===== config.mk =====
export PLATFORM = sky130hd
export DESIGN_NAME = geared_rr_scheduler
export DESIGN_NICKNAME = d
export VERILOG_FILES = /design/src/rtl/geared_rr_scheduler.sv
export SDC_FILE = /design/constraint.sdc
export NUM_CORES = 1
export LEC_CHECK = 0
export ABC_AREA = 0
export CAP_MARGIN = 20
export CELL_PAD_IN_SITES_DETAIL_PLACEMENT = 0
export CELL_PAD_IN_SITES_GLOBAL_PLACEMENT = 1
export CORE_MARGIN = 2
export CORE_UTILIZATION = 28
export DETAILED_ROUTE_END_ITERATION = 16
export GPL_TIMING_DRIVEN = 0
export HOLD_SLACK_MARGIN = 0.03
export PLACE_DENSITY = 0.79
export SLEW_MARGIN = 10
export SYNTH_ARGS = -nofsm -noshare
export SYNTH_HDL_FRONTEND = slang
export SYNTH_SLANG_ARGS = --single-unit

===== constraint.sdc =====
create_clock -name clk_i -period 2.5 [get_ports clk_i]
set_input_delay 0.5 -clock clk_i [delete_from_list [all_inputs] [get_ports clk_i]]
set_output_delay 0.5 -clock clk_i [all_outputs]
set_load 0.05 [all_outputs]

===== src/rtl/geared_rr_scheduler.sv =====
// geared_rr_scheduler: round-robin arbiter gated by gear phase, with fixed-latency response routing
module geared_rr_scheduler #(
  parameter int NumReq = 4,
  parameter int GearRatio = 2,
  parameter int RspLatency = 3,
  parameter type T = logic,
  parameter type RspT = logic
) (
  input  logic                 clk_i,
  input  logic                 rst_ni,
  input  logic                 clr_i,
  input  logic [GearRatio-1:0] slot_mask_i,
  input  logic [NumReq-1:0]    req_valid_i,
  output logic [NumReq-1:0]    req_ready_o,
  input  T                     req_data_i [NumReq],
  output logic                 out_valid_o,
  input  logic                 out_ready_i,
  output T                     out_data_o,
  output logic [GearRatio-1:0] phase_o,
  input  logic                 rsp_valid_i,
  input  RspT                  rsp_data_i,
  output logic [NumReq-1:0]    rsp_valid_o,
  output RspT                  rsp_data_o,
  output logic                 err_o
);
  localparam int IdxW = NumReq > 1 ? $clog2(NumReq) : 1;

  logic [GearRatio-1:0]  phase, phase_nxt;
  logic [IdxW-1:0]       ptr, winner;
  logic                  en, hs;
  logic [RspLatency-1:0] line_v;
  logic [IdxW-1:0]       line_idx [RspLatency];

  generate
    if (GearRatio == 1) begin : g_one
      assign phase_nxt = phase;
    end else begin : g_ring
      assign phase_nxt = {phase[GearRatio-2:0], phase[GearRatio-1]};
    end
  endgenerate

  // Grants are suppressed while in reset or clear so no handshake escapes the line bookkeeping.
  assign en          = rst_ni & ~clr_i & |(phase & slot_mask_i);
  assign out_valid_o = en & |req_valid_i;
  assign hs          = out_valid_o & out_ready_i;
  assign out_data_o  = req_data_i[winner];
  assign req_ready_o = hs ? NumReq'(1) << winner : '0;
  assign phase_o     = phase;
  assign rsp_data_o  = rsp_data_i;
  assign rsp_valid_o = (rst_ni & line_v[RspLatency-1] & rsp_valid_i) ? NumReq'(1) << line_idx[RspLatency-1] : '0;
  assign err_o       = rst_ni & rsp_valid_i & ~line_v[RspLatency-1];

  // First valid requester at or after the pointer; scanning downward leaves the nearest one last.
  always_comb begin
    winner = ptr;
    for (int k = NumReq - 1; k >= 0; k--) begin
      int j;
      j = int'(ptr) + k;
      if (j >= NumReq) j -= NumReq;
      if (req_valid_i[j]) winner = IdxW'(j);
    end
  end

  // Phase ring, fairness pointer and the response tag line.
  always_ff @(posedge clk_i or negedge rst_ni) begin
    if (!rst_ni) begin
      phase  <= GearRatio'(1);
      ptr    <= '0;
      line_v <= '0;
      for (int k = 0; k < RspLatency; k++) line_idx[k] <= '0;
    end else if (clr_i) begin
      phase  <= GearRatio'(1);
      ptr    <= '0;
      line_v <= '0;
      for (int k = 0; k < RspLatency; k++) line_idx[k] <= '0;
    end else begin
      phase <= phase_nxt;
      if (hs) ptr <= (winner == IdxW'(NumReq - 1)) ? '0 : winner + 1'b1;
      for (int k = RspLatency - 1; k > 0; k--) begin
        line_v[k]   <= line_v[k-1];
        line_idx[k] <= line_idx[k-1];
      end
      line_v[0]   <= hs;
      line_idx[0] <= winner;
    end
  end
endmodule


# --- Word level (Yosys, flattened, before mapping) ---
# Cells that the tools add are included.
totals:
  word_cells: 72
  out_inout_bits: 14
  regBits: 13
  in_bits: 16
op_classes:
  n_eq_ne: 1
  bitwise: 12
  n_mux: 31
  n_lt_le_gt_ge: 9
  reduce_logical: 3
  shifts: 2
  n_addsub: 8
op_table:
  columns: ["op", "n"]
  rows:
  - ["32-bit by 4-bit less-than comparator with 1-bit output, second input constant", 4]
  - ["32-bit two-way mux", 4]
  - ["2-bit two-way mux", 8]
  - ["3-bit greater-or-equal comparator, second input constant", 4]
  - ["3-bit by 3-bit subtractor with 4-bit output, second input constant", 3]
  - ["1-bit binary-select mux with 2-bit select", 5]
  - ["1-bit two-way mux", 10]
  - ["1-bit bitwise AND", 8]
  - ["4-bit two-way mux", 2]
  - ["1-bit by 2-bit << shifter with 4-bit output, first input constant", 2]
  - ["2-bit by 2-bit adder with 3-bit output, second input constant", 2]
  - ["6-bit two-way mux", 1]
  - ["4-bit OR reduction", 1]
  - ["2-bit by 3-bit subtractor with 4-bit output, second input constant", 1]
  - ["2-bit by 1-bit adder with 3-bit output, second input constant", 1]
  - ["2-bit by 3-bit greater-or-equal comparator with 1-bit output, second input constant", 1]
  - ["3-bit two-way mux", 1]
  - ["2-bit inverter with 3-bit output", 1]
  - ["2-bit by 1-bit adder with 2-bit output, second input constant", 1]
  - ["2-bit bitwise AND", 1]
  - ["2-bit == test, second input constant", 1]
  - ["1-bit inverter", 2]
  - ["2-bit nonzero test", 1]
  - ["2-bit OR reduction", 1]

# --- Depth between registers and ports, before layout ---
# Gate-level depths: netlist (run 1).
depth:
  ltp_word: 14
  mapped_depth: 6
  ltp_nobuf: 6

# --- Worst setup path after synthesis (run 1) ---
# No wires, ideal clock.
synth_path:
  kind: "register to output"
  start: "register phase[0] (netlist: phase_o[0])"
  end: "output req_ready_o[0]"
  n_path_buf: 0
  path_stages_with_launch: 5
  required_ns: 2.000
  t_arrival_ns: 4.143
  setup_slack_ns: -2.143
  path_cell_list: "dfstp_2 a22oi_1 nor4b_1 nand2_1 nor3_1"
synth_between:
  elab_chain_cells: 6
synth_rtl:
  columns: ["item", "line_no", "source"]
  rows:
  - ["from (decl)", "28", "logic [GearRatio-1:0] phase, phase_nxt;"]
  - ["from (signal assigned)", "67", "phase <= GearRatio'(1);"]
  - ["from (signal assigned)", "72", "phase <= GearRatio'(1);"]
  - ["from (signal assigned)", "77", "phase <= phase_nxt;"]
  - ["2-bit bitwise AND", "43", "assign en = rst_ni & ~clr_i & |(phase & slot_mask_i);"]
  - ["2-bit OR reduction", "43", null]
  - ["1-bit bitwise AND", "43", null]
  - ["1-bit bitwise AND", "44", "assign out_valid_o = en & |req_valid_i;"]
  - ["net out_valid_o", "16", "output logic out_valid_o,"]
  - ["1-bit bitwise AND", "45", "assign hs = out_valid_o & out_ready_i;"]
  - ["4-bit two-way mux", "47", "assign req_ready_o = hs ? NumReq'(1) << winner : '0;"]
  - ["to (decl)", "14", "output logic [NumReq-1:0] req_ready_o,"]
# The timed path passes the listed nets, and every way through them passes these cells.

# --- Worst setup path after layout (run 1) ---
layout_path:
  start: "input req_valid_i[1]"
  end: "output out_data_o"
layout_between:
  elab_chain_cells: 11
  elab_cells_between_ends: 20
  classes_between: "mux: 19; bitwise: 1"
layout_rtl:
  columns: ["item", "line_no", "source"]
  rows:
  - ["from (decl)", "13", "input logic [NumReq-1:0] req_valid_i,"]
  - ["1-bit binary-select mux with 2-bit select", "60", "if (req_valid_i[j]) winner = IdxW'(j);"]
  - ["1-bit two-way mux (not written as such) (2 in series)", "60", null]
  - ["2-bit two-way mux (3 in series)", "60", null]
  - ["2-bit two-way mux (*)", "60", null]
  - ["2-bit inverter with 3-bit output (not written as such) (*)", "46", "assign out_data_o = req_data_i[winner];"]
  - ["1-bit binary-select mux with 2-bit select (*)", "46", null]
  - ["1-bit two-way mux (not written as such) (*) (2 in series)", "46", null]
  - ["to (decl)", "18", "output T out_data_o,"]
# Mark *: on every way between the ends. The rest lies on a longest branch, timed or not. The select of a mux whose other input is x is not followed.

==> results.yml, run 1 <==
outcome:
  status: "finished, final reports clean"
power:
  p_sw_frac: 0.307
  cellLeakagePower_nw: 0.546
  seq_power_share: 0.453
  clkPwrFrac: 0.253
  p_per_area_mw_per_mm2: 444
  irDropWorstVdd_mv: 0.220
  p_switching_uw: 152
  p_comb_frac: 0.294
  finalPower_uw: 496
  p_int_uw: 344
yosys:
  yosys.area.top_type: "dfrtp_1"
  syn_area_um2: 636
  synth_common_cells: "dfrtp_1, inv_1, nor2_1, nor2b_1, nor3_1"
  syn-mean-instance-area_um2: 9.49
  synth_seq_area_share: 0.514
  ys.flop_type: "dfrtp_1"
  yosys_warnings: 0
  synth_cell_types: 25
  synth_fp_nets: 83
  synth_most_common_cell: "dfrtp_1"
  synth_area_leaders: "dfrtp_1, nor2b_1, inv_1, nor3_1, nor2_1"
  synth-edff-count: 0
  yosys_register_bits: 13
  postSynthCellCount: 67
  netlist.area_leader.share: 0.472
  synth-async-reset-ratio: 1.00
placed_design:
  gp_congestion: 0.705
  io_buffers: 28
  dp_hpwl_mm: 1.04
die:
  ioPinCount: 30
  die_h_um: 51.6
  fp.dieW_um: 51.6
  die_area_mm2: 0.00267
  fp-row-count: 17
  core_area_mm2: 0.00217
  initial_utilization: 0.293
worst_setup_path:
  path_cells: "clkdlybuf4s15_1, inv_2, o21ai_2, o32ai_4, mux4_2, buf_8"
  path_delay_family: "multiplexers"
  r2r_slack_ps: 820
  cp_max_fo: 3
  reg2reg_from: "phase_o[0]"
  max_stage_delay_ps: 560
  end_kind: "primary output"
  r2r.worst_path.cells: 5
  worstReg2RegEnd: "ptr[0]"
  crit_type: "input pin to primary output"
  cp_slowest_cell: "mux4_2"
  critPathRequiredTime_ps: 2000
  path_buf_inv: 3
  start_kind: "input pin"
  critical_path_arrival_ps: 1930
sta:
  setup_viol: 0
  slew_headroom: 0.665
  rsz0062_at_grt: "no"
  finalSetupTns_ps: 0
  fmax_mhz: 412
  slew_violations: 0
  fin_crit_ps: 2430
  worst_pin_slew_ps: 502
  fin_worst_skew_ps: 2.73
  hold_viol: 0
  fin_crit_sh: 0.971
grt:
  gr-total-overflow: 0
  antenna_found_initial: 0
  grt_pass1_vias: 585
  grtUsageTotal: 0.119
  grt_first_pass_wirelength_mm: 2.38
  grt_max_degree: 18
route:
  ant_nets: 0
  drt-pass1-iter-count: 4
  drc_errors: 0
  drt_wl_total_mm: 1.47
  avgRoutedWirePerCell_um: 11.0
  vias: 624
  drt_iter0_markers: 13
  vias_per_cell: 4.69
final_layout:
  synthToLayoutAreaGrowth_pct: 75.6
  drive_gt1_frac: 0.362
  antenna_cells: 0
  nNetsFinal: 122
cts:
  cts_buffers: 3
  cts_tree: "built"
  clock_latency_ps: 270
  clockBufferDepth: 2
  cts_root_buf: "clkbuf_4"
  cts.htree.levels: 1
  clock_sinks: 13
  clk_pin_slew_ps: 80
run:
  cap_violations: 0
min_path:
  hp-class: "input pin to asynchronous set/reset pin"
==> logic make-up after synthesis <==
logic type,share of synthesized area
xor gates and xnor gates,0.0138
and+or+nand+nor,0.252
muxes,0.0413
AOI/OAI and AO/OA,0.108
DFF,0.514
buffers and inverters,0.0709
==> layer usage <==
layer	vias to the layer above	GRT usage	share of wire
met1	290	0.148	0.41
li1	306	-	-
met2	26	0.192	0.49
met5	-	0	0
met3	2	0.0345	0.089
met4	0	0.0482	0.0075
==> worst max path at each step <==
stage / startpoint / endpoint / slack [ps] / cells after the start
after detailed placement: req_valid_i[0] / out_data_o / -1280 / 6
after floorplan: phase_o[0] / req_ready_o[1] / -390 / 6
after global placement: req_valid_i[0] / out_data_o / -1850 / 6
final: req_valid_i[1] / out_data_o / 70 / 6
after CTS: slot_mask_i[0] / req_ready_o[3] / 4 / 8
after global routing: ptr[1] / out_data_o / 8 / 5
==> registers in the layout, indices dropped and copies added (netlist names) <==
| name | flops |
|---|---|
| line_idx | 6 |
| line_v | 3 |
| ptr | 2 |
| phase_o | 2 |
==> power by group through the flow <==
stage / sequential, mW / clock, mW / combinational (mW)
CTS: 0.225 / 0.133 / 0.142
finish: 0.225 / 0.125 / 0.146
floorplan: 0.236 / 0 / 0.0702
detailed placement: 0.228 / 0 / 0.134
global route: 0.226 / 0.142 / 0.156
global placement: 0.228 / 0 / 0.130
==> per-stage QoR <==
step | cells | setup WS, ps | utilization | hold slack (ps) | area (um^2)
after floorplan | 67 | -387 | - | 204 | 719
after CTS | 131 | 3.77 | 0.504 | 222 | 1090
after global routing | 133 | 7.57 | 0.514 | 136 | 1120
after global placement | 123 | -1850 | 0.477 | 444 | 1030
after detailed placement | 124 | -1280 | 0.480 | 449 | 1040
final | 133 | 71.5 | 0.514 | 122 | 1120
==> layout by cell type (no fill, tap or decap), drive strengths merged, types with 3 or more instances in the layout <==
cell type	count
nor2	8
nor3	6
o22ai	3
dfrtp	12
nor2b	7
dlygate4sd2	5
dlymetal6s2s	3
nand2	3
clkdlybuf4s50	10
buf	14
inv	9
clkbuf	5
==> what timing repair did <==
item                                    CTS  global route
endpoints found under the setup margin   11             6
gates resized for setup                  50            15
hold endpoints to repair                  0             0
setup buffers                             3             2
pin swaps                                 4             7
hold buffers                              0             0
==> final cells by class <==
type	count	area (um^2)
Multi-Input combinational cell	43	350
Tap cell	28	35.0
Inverter	9	46.3
Clock inverter	1	5.00
Timing Repair Buffer	34	319
Fill cell	222	1050
Clock buffer	3	22.5
Buffer	2	11.3
Sequential cell	13	327
(Power assumes the default switching activity.)
==> inputs of run 2 (changes only) <==
--- a/config.mk
+++ b/config.mk
@@ -5,7 +5,6 @@
 export SDC_FILE = /design/constraint.sdc
 export NUM_CORES = 1
 export LEC_CHECK = 0
-export ABC_AREA = 0
 export CAP_MARGIN = 20
 export CELL_PAD_IN_SITES_DETAIL_PLACEMENT = 0
 export CELL_PAD_IN_SITES_GLOBAL_PLACEMENT = 1
==> results of run 2 <==
Final layout, timing and power as in run 1 (identical DEF).
==> inputs of run 3 (changes only) <==
--- a/config.mk
+++ b/config.mk
@@ -12,7 +12,7 @@
 export CORE_UTILIZATION = 28
 export DETAILED_ROUTE_END_ITERATION = 16
 export GPL_TIMING_DRIVEN = 0
-export HOLD_SLACK_MARGIN = 0.03
+export HOLD_SLACK_MARGIN = 0.15
 export PLACE_DENSITY = 0.79
 export SLEW_MARGIN = 10
 export SYNTH_ARGS = -nofsm -noshare
==> results.yml, run 3 (synthesized netlist as in run 1, its figures left out) <==
power:
  irDropWorstVdd_mv: 0.220
  p_sw_frac: 0.305
  p_comb_frac: 0.296
  seq_power_share: 0.453
  clkPwrFrac: 0.251
  finalPower_uw: 496
  p_per_area_mw_per_mm2: 441
  cellLeakagePower_nw: 0.550
  p_switching_uw: 152
  p_int_uw: 345
min_path:
  hp-class: "input pin to asynchronous set/reset pin"
grt:
  grt_pass1_vias: 585
  grt_max_degree: 18
  grt_first_pass_wirelength_mm: 2.38
  gr-total-overflow: 0
  antenna_found_initial: 0
  grtUsageTotal: 0.119
sta:
  fin_worst_skew_ps: 2.32
  finalSetupTns_ps: 0
  fin_ws_ps: 71.8
  slew_headroom: 0.652
  hold_viol: 0
  rsz0062_at_grt: "no"
  setup_viol: 0
  worst_pin_slew_ps: 520
  fin_crit_ps: 2430
  slew_violations: 0
  fin_crit_sh: 0.971
  fmax_mhz: 412
cts:
  cts.htree.levels: 1
  clock_latency_ps: 270
  clockBufferDepth: 2
  cts_buffers: 3
  clk_pin_slew_ps: 80
  cts_tree: "built"
  clock_sinks: 13
  cts_root_buf: "clkbuf_4"
worst_setup_path:
  start_kind: "input pin"
  cp_max_fo: 3
  critPathRequiredTime_ps: 2000
  crit_type: "input pin to primary output"
  end_kind: "primary output"
  critical_path_arrival_ps: 1930
die:
  fp-row-count: 17
  initial_utilization: 0.293
  die_area_mm2: 0.00267
  fp.dieW_um: 51.6
  ioPinCount: 30
  die_h_um: 51.6
  core_area_mm2: 0.00217
final_layout:
  fin_util: 0.519
  largest_reg_flops: 6
  synthToLayoutAreaGrowth_pct: 77.2
  antenna_cells: 0
  regMostFlops: "line_idx"
  reg.largest.list: "line_idx (6), line_v (3)"
  fillCellCount: 221
  drive_gt1_frac: 0.358
  final_common_cell: "dfrtp_1"
  layout_common_cells: "dfrtp_1, clkdlybuf4s50_1, buf_4"
  nNetsFinal: 123
route:
  drc_errors: 0
  drt_wl_total_mm: 1.47
  ant_nets: 0
  vias: 621
  avgRoutedWirePerCell_um: 11.0
  vias_per_cell: 4.63
  drt-pass1-iter-count: 4
  drt_iter0_markers: 14
placed_design:
  dp_hpwl_mm: 1.04
  io_buffers: 28
  gp_congestion: 0.705
  pre_cts_slack_ps: -1280
outcome:
  status: "finished, final reports clean"
run:
  cap_violations: 0
run 3: cell count changes in the layout (fill, tap and decap cells not counted):
cell / delta
dlygate4sd3_1: +1
run 3: worst max-delay path, cell delays in order:
cell	delay [ps]
clkdlybuf4s15_1	220
inv_2	80
o21ai_2	60
o32ai_4	330
mux4_2	560
buf_8	170
run 3: timing repair:
| action | CTS | global route |
|---|---|---|
| pin swaps | 4 | 7 |
| setup endpoints to repair | 11 | 6 |
| hold endpoints to repair | 0 | 12 |
| buffers inserted | 3 | 2 |
| hold buffers | 0 | 1 |
| gates resized for setup | 50 | 15 |
run 3: metal layers:
metal,track usage,share of wire,up-vias
met5,0,0,-
met4,0.0482,0,0
met3,0.0345,0.087,0
met2,0.192,0.51,26
met1,0.148,0.40,287
li1,-,-,308
run 3: path summary, 6_finish.rpt:
kind,slack [ps],end,depth (start not counted),startpoint
worst min-delay path,210,phase_o[0],1,rst_ni
min in group clk_i,460,line_idx[3],1,line_idx[5]
worst max-delay path,70,out_data_o,6,req_valid_i[1]
worst min register to register,460,line_idx[3],1,line_idx[5]
worst max register to register,830,ptr[0],5,phase_o[0]
max in group asynchronous,1350,ptr[1],2,rst_ni
run 3: power by group through the flow:
stage | clock network [mW] | registers, mW | logic [mW]
final | 0.125 | 0.225 | 0.147
after global routing | 0.142 | 0.226 | 0.157
after CTS | 0.133 | 0.225 | 0.142
after detailed placement | 0 | 0.228 | 0.134
after floorplan | 0 | 0.236 | 0.0702
after global placement | 0 | 0.228 | 0.130
run 3: cell type report:
cell class | count | area [um^2] | share of cell area
Timing Repair Buffer | 35 | 329 | 0.292
Sequential cell | 13 | 327 | 0.290
Buffer | 2 | 11.3 | 0.0100
Clock inverter | 1 | 5.00 | 0.00444
Multi-Input combinational cell | 43 | 350 | 0.311
Tap cell | 28 | 35.0 | 0.0311
Clock buffer | 3 | 22.5 | 0.0200
Inverter | 9 | 46.3 | 0.0411
run 3: stage by stage:
stage / area, um^2 / std cells / hold WS [ps]
final: 1130 / 134 / 209
after global routing: 1130 / 134 / 211
after CTS: 1090 / 131 / 222
after detailed placement: 1040 / 124 / 449
after global placement: 1030 / 123 / 444
after floorplan: 719 / 67 / 204
